[config.mk]
export PLATFORM = sky130hd
export DESIGN_NAME = imem_boot_loader
export DESIGN_NICKNAME = d
export VERILOG_FILES = /design/src/rtl/imem_loader_pkg.sv /design/src/rtl/byte_packer.sv /design/src/rtl/imem_boot_loader.sv
export SDC_FILE = /design/constraint.sdc
export NUM_CORES = 1
export LEC_CHECK = 0
export BUFFER_PORTS_ARGS = -buffer_cell sky130_fd_sc_hd__buf_2
export CELL_PAD_IN_SITES_DETAIL_PLACEMENT = 1
export CELL_PAD_IN_SITES_GLOBAL_PLACEMENT = 1
export CORE_MARGIN = 4
export CORE_UTILIZATION = 39
export DETAILED_ROUTE_END_ITERATION = 7
export HOLD_SLACK_MARGIN = 0.06
export PLACE_DENSITY_LB_ADDON = 0.1
export RECOVER_POWER = 100
export SLEW_MARGIN = 0
export SYNTH_ARGS = -nofsm -noshare
export SYNTH_HDL_FRONTEND = slang
export SYNTH_HIERARCHICAL = 1
export SYNTH_SLANG_ARGS = --single-unit
[constraint.sdc]
create_clock -name clk -period 2.2 [get_ports clk]
set_input_delay 0.44 -clock clk [delete_from_list [all_inputs] [get_ports clk]]
set_output_delay 0.44 -clock clk [all_outputs]
set_load 0.02 [all_outputs]
[src/rtl/imem_loader_pkg.sv]
// rtl/imem_loader_pkg.sv - shared state encoding and framing constants for the IMEM boot loader
package imem_loader_pkg;

  // CSUM is only reachable when IMEM_LOADER_CHECKSUM_EN is defined
  typedef enum logic [2:0] {
    HDR,
    DATA,
    CSUM,
    DONE,
    ERROR
  } loader_state_t;

  localparam int HDR_BYTES      = 4;
  localparam int BYTES_PER_WORD = 4;

endpackage

[src/rtl/byte_packer.sv]
// rtl/byte_packer.sv - assembles accepted stream bytes into little-endian 32-bit words
module byte_packer
  import imem_loader_pkg::*;
(
  input  logic        clk,
  input  logic        rst,
  input  logic        clr_i,
  input  logic        valid_i,
  input  logic [7:0]  data_i,
  output logic [31:0] word_o,
  output logic        word_valid_o
);

  logic [1:0]  cnt_q, cnt_d;
  logic [23:0] shift_q, shift_d;

  // The first three bytes are parked in shift_q; the fourth is taken straight
  // from the stream so the full word is available in its handshake cycle.
  assign word_o       = {data_i, shift_q};
  assign word_valid_o = valid_i && (cnt_q == 2'(BYTES_PER_WORD - 1));

  // Next-state: count accepted bytes (natural 3->0 wrap) and shift bytes in from the top
  always_comb begin
    cnt_d   = cnt_q;
    shift_d = shift_q;
    if (clr_i) begin
      cnt_d   = '0;
      shift_d = '0;
    end else if (valid_i) begin
      cnt_d   = cnt_q + 2'd1;
      shift_d = {data_i, shift_q[23:8]};
    end
  end

  // Counter and shift register with asynchronous reset
  always_ff @(posedge clk or posedge rst) begin
    if (rst) begin
      cnt_q   <= '0;
      shift_q <= '0;
    end else begin
      cnt_q   <= cnt_d;
      shift_q <= shift_d;
    end
  end

endmodule

[src/rtl/imem_boot_loader.sv]
// rtl/imem_boot_loader.sv - streams a word-count-prefixed image into IMEM, then releases core reset (option: IMEM_LOADER_CHECKSUM_EN)
module imem_boot_loader
  import imem_loader_pkg::*;
#(
  parameter int XLEN       = 32,
  parameter int IMEM_WORDS = 1024,
  parameter int AW         = $clog2(IMEM_WORDS)
) (
  input  logic            clk,
  input  logic            rst,
  input  logic            s_valid,
  input  logic [7:0]      s_data,
  output logic            s_ready,
  input  logic            start,
  output logic            imem_we,
  output logic [AW-1:0]   imem_addr,
  output logic [XLEN-1:0] imem_wdata,
  output logic            cpu_rst_n,
  output logic            done,
  output logic            error,
  output logic [AW:0]     words_loaded
);

`ifdef IMEM_LOADER_CHECKSUM_EN
  localparam loader_state_t END_STATE = CSUM;
`else
  localparam loader_state_t END_STATE = DONE;
`endif

  loader_state_t   state_q, state_d;
  logic [AW:0]     n_q, n_d;
  logic [AW:0]     words_loaded_q, words_loaded_d;
  logic            imem_we_q, imem_we_d;
  logic [AW-1:0]   imem_addr_q, imem_addr_d;
  logic [XLEN-1:0] imem_wdata_q, imem_wdata_d;
  logic            done_q, done_d;
  logic            error_q, error_d;
  logic            cpu_rst_n_q, cpu_rst_n_d;

  logic            accept;
  logic            rearm;
  logic [31:0]     word;
  logic            word_valid;

`ifdef IMEM_LOADER_CHECKSUM_EN
  logic [7:0]      csum_q, csum_d;
`endif

  assign s_ready = (state_q == HDR) || (state_q == DATA) || (state_q == CSUM);
  assign accept  = s_valid && s_ready;
  assign rearm   = start && ((state_q == DONE) || (state_q == ERROR));

  byte_packer u_packer (
    .clk          (clk),
    .rst          (rst),
    .clr_i        (rearm),
    .valid_i      (accept),
    .data_i       (s_data),
    .word_o       (word),
    .word_valid_o (word_valid)
  );

  // Loader FSM: header decode, per-word IMEM strobe, and registered reset release
  always_comb begin
    state_d        = state_q;
    n_d            = n_q;
    words_loaded_d = words_loaded_q;
    imem_we_d      = 1'b0;
    imem_addr_d    = imem_addr_q;
    imem_wdata_d   = imem_wdata_q;
    done_d         = done_q;
    error_d        = error_q;
    cpu_rst_n_d    = cpu_rst_n_q;
`ifdef IMEM_LOADER_CHECKSUM_EN
    csum_d         = csum_q;
    if (accept && ((state_q == HDR) || (state_q == DATA))) begin
      csum_d = csum_q ^ s_data;
    end
`endif
    case (state_q)
      HDR: begin
        if (word_valid) begin
          if (word > XLEN'(IMEM_WORDS)) begin
            state_d = ERROR;
            error_d = 1'b1;
          end else if (word == '0) begin
            state_d = END_STATE;
          end else begin
            state_d = DATA;
            n_d     = word[AW:0];
          end
        end
      end
      DATA: begin
        if (word_valid) begin
          imem_we_d      = 1'b1;
          imem_addr_d    = words_loaded_q[AW-1:0];
          imem_wdata_d   = word;
          words_loaded_d = words_loaded_q + 1'b1;
          // Leave DATA on the final handshake so s_ready drops before any extra byte
          if ((words_loaded_q + 1'b1) == n_q) begin
            state_d = END_STATE;
          end
        end
      end
`ifdef IMEM_LOADER_CHECKSUM_EN
      CSUM: begin
        if (accept) begin
          if (s_data == csum_q) begin
            state_d = DONE;
          end else begin
            state_d = ERROR;
            error_d = 1'b1;
          end
        end
      end
`endif
      DONE: begin
        if (start) begin
          state_d        = HDR;
          done_d         = 1'b0;
          cpu_rst_n_d    = 1'b0;
          words_loaded_d = '0;
`ifdef IMEM_LOADER_CHECKSUM_EN
          csum_d         = '0;
`endif
        end else begin
          // One cycle behind state entry, so the last write lands before release
          done_d      = 1'b1;
          cpu_rst_n_d = 1'b1;
        end
      end
      ERROR: begin
        if (start) begin
          state_d        = HDR;
          error_d        = 1'b0;
          cpu_rst_n_d    = 1'b0;
          words_loaded_d = '0;
`ifdef IMEM_LOADER_CHECKSUM_EN
          csum_d         = '0;
`endif
        end
      end
      default: begin
        state_d = HDR;
      end
    endcase
  end

  // State and output registers, all cleared asynchronously by rst
  always_ff @(posedge clk or posedge rst) begin
    if (rst) begin
      state_q        <= HDR;
      n_q            <= '0;
      words_loaded_q <= '0;
      imem_we_q      <= 1'b0;
      imem_addr_q    <= '0;
      imem_wdata_q   <= '0;
      done_q         <= 1'b0;
      error_q        <= 1'b0;
      cpu_rst_n_q    <= 1'b0;
    end else begin
      state_q        <= state_d;
      n_q            <= n_d;
      words_loaded_q <= words_loaded_d;
      imem_we_q      <= imem_we_d;
      imem_addr_q    <= imem_addr_d;
      imem_wdata_q   <= imem_wdata_d;
      done_q         <= done_d;
      error_q        <= error_d;
      cpu_rst_n_q    <= cpu_rst_n_d;
    end
  end

`ifdef IMEM_LOADER_CHECKSUM_EN
  // Running XOR over header and data bytes
  always_ff @(posedge clk or posedge rst) begin
    if (rst) begin
      csum_q <= '0;
    end else begin
      csum_q <= csum_d;
    end
  end
`endif

  assign imem_we      = imem_we_q;
  assign imem_addr    = imem_addr_q;
  assign imem_wdata   = imem_wdata_q;
  assign done         = done_q;
  assign error        = error_q;
  assign cpu_rst_n    = cpu_rst_n_q;
  assign words_loaded = words_loaded_q;

endmodule

### Word-level counts from Yosys, hierarchy flattened

Index checks and enable logic that the tools add are counted.

| storage, ports and cells | value |
|---|---|
| flip-flop bits (word level) | 97 |
| input bits | 12 |
| output and inout port bits | 58 |

| operators by class | value |
|---|---|
| add/subtract/negate cells | 2 |
| $lt $le $gt $ge | 1 |
| eq/ne operators | 12 |
| muxes and demuxes | 22 |
| bitwise gates (word level) | 2 |
| reduce and logical (&&, ||, !) cells | 19 |

Operators by type and width:

| operator | number |
|---|---|
| 24-bit two-way mux | 2 |
| 32-bit by 11-bit greater-than comparator with 1-bit output, second input constant | 1 |
| 32-bit logical NOT | 1 |
| 11-bit two-way mux | 2 |
| 11-bit case mux with 2 select lines | 1 |
| 3-bit two-way mux | 5 |
| 4-bit AND reduction | 3 |
| 11-bit by 1-bit adder with 11-bit output, second input constant | 1 |
| 11-bit equality test | 1 |
| 2-bit by 1-bit != test with 1-bit output, second input constant | 5 |
| 3-bit case mux with 3 select lines | 1 |
| 2-bit nonzero test | 4 |
| 3-bit by 2-bit equality test with 1-bit output, second input constant | 2 |
| 1-bit two-way mux | 6 |
| 2-bit two-way mux | 3 |
| 1-bit case mux with 2 select lines | 2 |
| 2-bit AND reduction | 2 |
| 3-bit by 1-bit equality test with 1-bit output, second input constant | 1 |
| 3-bit equality test, second input constant | 1 |
| 1-bit logical AND | 3 |
| 3-bit logical NOT | 1 |
| 1-bit logical OR | 3 |
| 3-bit AND reduction | 1 |
| 2-bit by 1-bit adder with 2-bit output, second input constant | 1 |
| other kinds (4) | 5 |

### Depth between registers and ports, before layout

| logic depth | value |
|---|---|
| depth after elaboration | 7 |
| gate-level depth with buffers | 13 |
| depth with buffers taken out | 9 |

### Hierarchy

The synthesis kept the hierarchy.

By module, submodules not included:

| module | times used | cells each | area an instance (um^2) |
|---|---|---|---|
| imem_boot_loader | 1 | 375 | 3359.5 |
| byte_packer | 1 | 95 | 1158.6 |

### Worst setup path before layout

OpenSTA, ideal clock, no wires.

| timing path | value |
|---|---|
| path kind | register -> register |
| start point | reg state_q[0] |
| end point | reg words_loaded_q[8] (netlist: words_loaded[8]) |
| setup time | 0.110 ns |
| arrival time | 2.604 ns |
| required time | 2.090 ns |
| setup slack | -0.514 ns |
| stages on the path, launching flop included | 12 |
| path buffers | 5 |
| period minus slack after synthesis | 2.714 ns |
| path through | dfrtp_1 > clkbuf_1 > a21oi_1 > and2_1 > buf_6 > buf_12 > and2_1 > nand2b_1 > or2_1 > clkbuf_1 > buf_1 > o41ai_1 |

| on the way | value |
|---|---|
| cells in the longest elaborated chain, start to end | 7 |

Ends and longest elaborated chain:

| element | line | text |
|---|---|---|
| start: declaration | imem_boot_loader.sv:30 | `loader_state_t state_q, state_d;` |
| start signal: assignment | imem_boot_loader.sv:163 | `state_q <= state_d;` |
| 3-bit by 1-bit equality test with 1-bit output / 3-bit logical NOT (equally long branches) | imem_boot_loader.sv:49 | `assign s_ready = (state_q == HDR) \|\| (state_q == DATA) \|\| (state_q == CSUM);` |
| 1-bit logical OR | imem_boot_loader.sv:49 |  |
| 1-bit logical OR (*) | imem_boot_loader.sv:49 |  |
| named net s_ready | imem_boot_loader.sv:13 | `output logic s_ready,` |
| 1-bit logical AND (*) | imem_boot_loader.sv:50 | `assign accept = s_valid && s_ready;` |
| named net accept | imem_boot_loader.sv:40 | `logic accept;` |
| 1-bit logical AND (*) | byte_packer.sv:20 | `assign word_valid_o = valid_i && (cnt_q == 2'(BYTES_PER_WORD - 1));` |
| named net word_valid | imem_boot_loader.sv:43 | `logic word_valid;` |
| 2-bit by 1-bit != test with 1-bit output (no line) (*) | -- |  |
| 3-bit AND reduction (no line) (*) | -- |  |
| end signal: assignment | imem_boot_loader.sv:165 | `words_loaded_q <= words_loaded_d;` |
| end: declaration | imem_boot_loader.sv:32 | `logic [AW:0] words_loaded_q, words_loaded_d;` |

The timed path passes the listed nets; every way through them passes the cells marked *.
A chain may end at the register's enable or synchronous reset.

### Worst setup path after layout

| timing path | value |
|---|---|
| start point | reg state_q[1] |
| end point | reg state_q[1] |

| on the way | value |
|---|---|
| cells in the longest elaborated chain, start to end | 7 |

Ends and longest elaborated chain:

| element | line |
|---|---|
| 3-bit by 1-bit equality test with 1-bit output / 3-bit logical NOT (equally long branches) | imem_boot_loader.sv:49 |
| 1-bit logical OR | imem_boot_loader.sv:49 |
| 1-bit logical OR (*) | imem_boot_loader.sv:49 |
| 1-bit logical AND (*) | imem_boot_loader.sv:50 |
| named net accept | imem_boot_loader.sv:40 |
| 1-bit logical AND (*) | byte_packer.sv:20 |
| named net word_valid | imem_boot_loader.sv:43 |
| 2-bit by 1-bit != test with 1-bit output (no line) | -- |
| 4-bit AND reduction (no line) (*) | -- |

Marked as above.

==> results.json <==
{
  "outcome": "complete, but fails checks",
  "violations": "max-capacitance violations, max-slew violations",
  "vias": 3602,
  "syn_area_sq_mm": 0.004518,
  "gr-max-usage-layer": "met2",
  "ant_nets": 0,
  "synth_edf_count": 0,
  "route.detailed.drc": 0,
  "maxCapViolCount": 1,
  "grt-ovfl-total": 0,
  "synthesis.instances": 470,
  "cp_cell_sequence": "a21oi_4 > and2_4 > and2_4 > nand2b_1 > or2_4 > a2111o_1 > nor4_2 > nand4_1 > o21ai_1",
  "drt_iter0_markers": 159,
  "antenna_found_initial": 0,
  "synth_seq_cells": 97,
  "critPathTopFamily": "simple AND/OR/NAND/NOR gates",
  "ys_seq_area_share_pct": 53.72,
  "die_x_microns": 115.6,
  "viasPerCell": 5.153,
  "port_buffers": 69,
  "synth.top_cell.area_share_pct": 53.72,
  "irDropWorstVdd_mv": 0.5113,
  "required_ns": 2.47,
  "cts.clk_slew.worst_paths_ns": 0.06,
  "fin_nets": 566,
  "die_h_microns": 115.6,
  "hold_end": "imem_wdata[28]",
  "final_cell_area_sq_mm": 0.005460,
  "num_io_pins": 70,
  "grt_usage_pct": 19.16,
  "grtUsageMet1_pct": 24.94,
  "dieArea_sq_mm": 0.01337,
  "synthFlopType": "dfrtp_1",
  "met3_usage_pct": 2.820,
  "cts_tree": "done",
  "placed_area_sq_mm": 0.005175,
  "yosysUniqueCellTypes": 47,
  "drive_gt1_share_pct": 15.47,
  "criticalPathCategory": "register to register",
  "grt_first_pass_wirelength_microns": 19950,
  "cts.path.max_buffers": 2,
  "power_leakage_nw": 2.699,
  "wire_per_inst_microns": 17.41,
  "yosys_warnings": 6,
  "hold_start": "s_data[4]",
  "routed_wirelength_microns": 12170,
  "max_slew.worst_pin.slew_ns": 1.553,
  "hold_depth": 3,
  "area_delta_synth_final_pct": 20.85,
  "critPathMaxStageDelay_ns": 0.41,
  "crit_path_start_kind": "register",
  "yosysTopAreaCell": "dfrtp_1",
  "hold_viol_final": 0,
  "syn_area_per_cell_sq_um": 9.613,
  "finalSetupViolCount": 0,
  "clock-root-buffer": "clkbuf_16",
  "slew_headroom_pct": -3.530,
  "routabilityCongestion": 0.8867,
  "h-tree-depth": 3,
  "critical_path.startpoint": "state_q[1]",
  "cp-end-kind": "register",
  "core.rowCount": 39,
  "reg2reg_setup_slack_ns": 0.1,
  "p_per_area_mw_per_mm2": 1160,
  "grt_max_degree": 44,
  "setup_tns_ns": 0,
  "finalCritPeriodShare_pct": 95.56,
  "grt_pass1_vias": 3801,
  "cp.arrival_ns": 2.37,
  "worstSkewPairLatency_ns": 0.34,
  "r2r-start": "state_q[1]",
  "final_common_cell": "nand2_1",
  "worstPathBufferInverterCount": 0,
  "cts_made_buffers": 9,
  "slew_viol_final": 29,
  "period_minus_slack_ns": 2.102,
  "firstDrtPassIters": 4,
  "critPathMaxFanout": 5,
  "place.detailed.hpwl_microns": 8646,
  "start_util_pct": 39.74,
  "gr-usage-met2_pct": 32.95,
  "rr_worst_depth": 9,
  "clkSinkCount": 97,
  "most-common-layout-cells": "148 x nand2_1, 96 x dfrtp_1, 64 x clkbuf_1, 38 x nor2_1, 28 x buf_4",
  "cp_common_cell": "and2_4",
  "synthArstFlopShare_pct": 100.0,
  "critical_path.slowest_cell": "dfrtp_1",
  "diodes": 0,
  "skew_ns": 0.008245,
  "netlist_top_cells_area": "dfrtp_1 54%, nand2_1 12%, mux2i_1 5.8%",
  "r2r_end": "state_q[1]",
  "min_path_type": "primary input to register",
  "core_sq_mm": 0.01137,
  "synth_fp_nets": 484,
  "max_freq_mhz": 475.7
}
[Yosys cell counts (2+ instances only)]
cell type,number
nand2_1,148
dfrtp_1,97
nor2_1,38
mux2i_1,26
o21ai_0,19
clkbuf_1,16
a21oi_1,13
mux2_4,10
xnor2_1,10
buf_4,8
nor4_1,7
buf_2,5
nand3_1,5
nand4_1,5
nor3_1,5
buf_1,4
inv_1,4
nand2b_1,4
o31ai_1,4
xor2_1,4
a31oi_1,3
and2_1,3
a21o_1,2
a22oi_1,2
and4_1,2
buf_12,2
buf_6,2
ha_1,2
nor2b_1,2
[kinds of logic after synthesis]
logic type,share of synthesized area (%)
compound gates,7.117
xor+xnor,2.714
fa+ha+maj,0.5538
buf+inv,5.262
flops,53.72
mux,9.332
simple gates,21.30
[area by class of cell]
cell class                      count  area [sq um]
Sequential cell                    97          2429
Fill cell                        1328          5909
Timing Repair Buffer              108         591.8
Clock inverter                      2         60.06
Tap cell                          143         178.9
Multi-Input combinational cell    332          1912
Clock buffer                       13         270.3
Inverter                            4         18.77
[tightest hold or removal path: stages]
cell and delay (ns):
buf_2 0.11, nand2_1 0.05, nand2_1 0.05
[where the power goes]
group	total (mW)	switching, mW	internal [mW]
clock network	1.74	0.660	1.08
registers	2.72	0.451	2.27
logic	1.87	1.18	0.689
[per-stage QoR]
step	total power [mW]	std cells	hold WS (ns)	utilization, %	setup WS, ns
CTS	6.462	698	0.1853	48.59	0.009718
detailed placement	4.686	683	0.4575	45.52	-0.1883
global route	6.736	699	0.3653	48.02	-0.001847
floorplan	3.884	470	0.4786	-	-0.1430
finish	6.334	699	0.3420	48.02	0.09762
global placement	4.598	683	0.4544	45.52	-0.1647
[repair_timing]
item / CTS / global route
hold buffers: 0 / 0
pin swaps: 1 / 5
setup endpoints to repair: 12 / 12
resized for setup: 3 / 5
buffers inserted: 0 / 1
[registers in the layout, summed over array words and instances (netlist names)]
register / flops
imem_wdata: 32
u_packer/shift_q: 24
n_q: 11
words_loaded: 11
imem_addr: 10
state_q: 3
u_packer/cnt_q: 2
cpu_rst_n: 1
done: 1
error: 1
imem_we: 1
[layer usage]
layer  share of wire (%)  vias to the layer above
met2                  52                       50
met4                 1.4                        0
li1                    -                     1713
met1                  44                     1826
met5                   0                        -
met3                 2.7                       13
[how the worst max path moves through the flow]
stage	to	slack (ns)	cells past startpoint
final	state_q[1]	0.1	9
after global routing	state_q[1]	-0.002	9
after CTS	n_q[9]	0.01	7
after detailed placement	n_q[9]	-0.19	8
after global placement	n_q[2]	-0.16	8
after floorplan	state_q[1]	-0.14	12
Note: power is estimated with default switching activity, not from simulation.
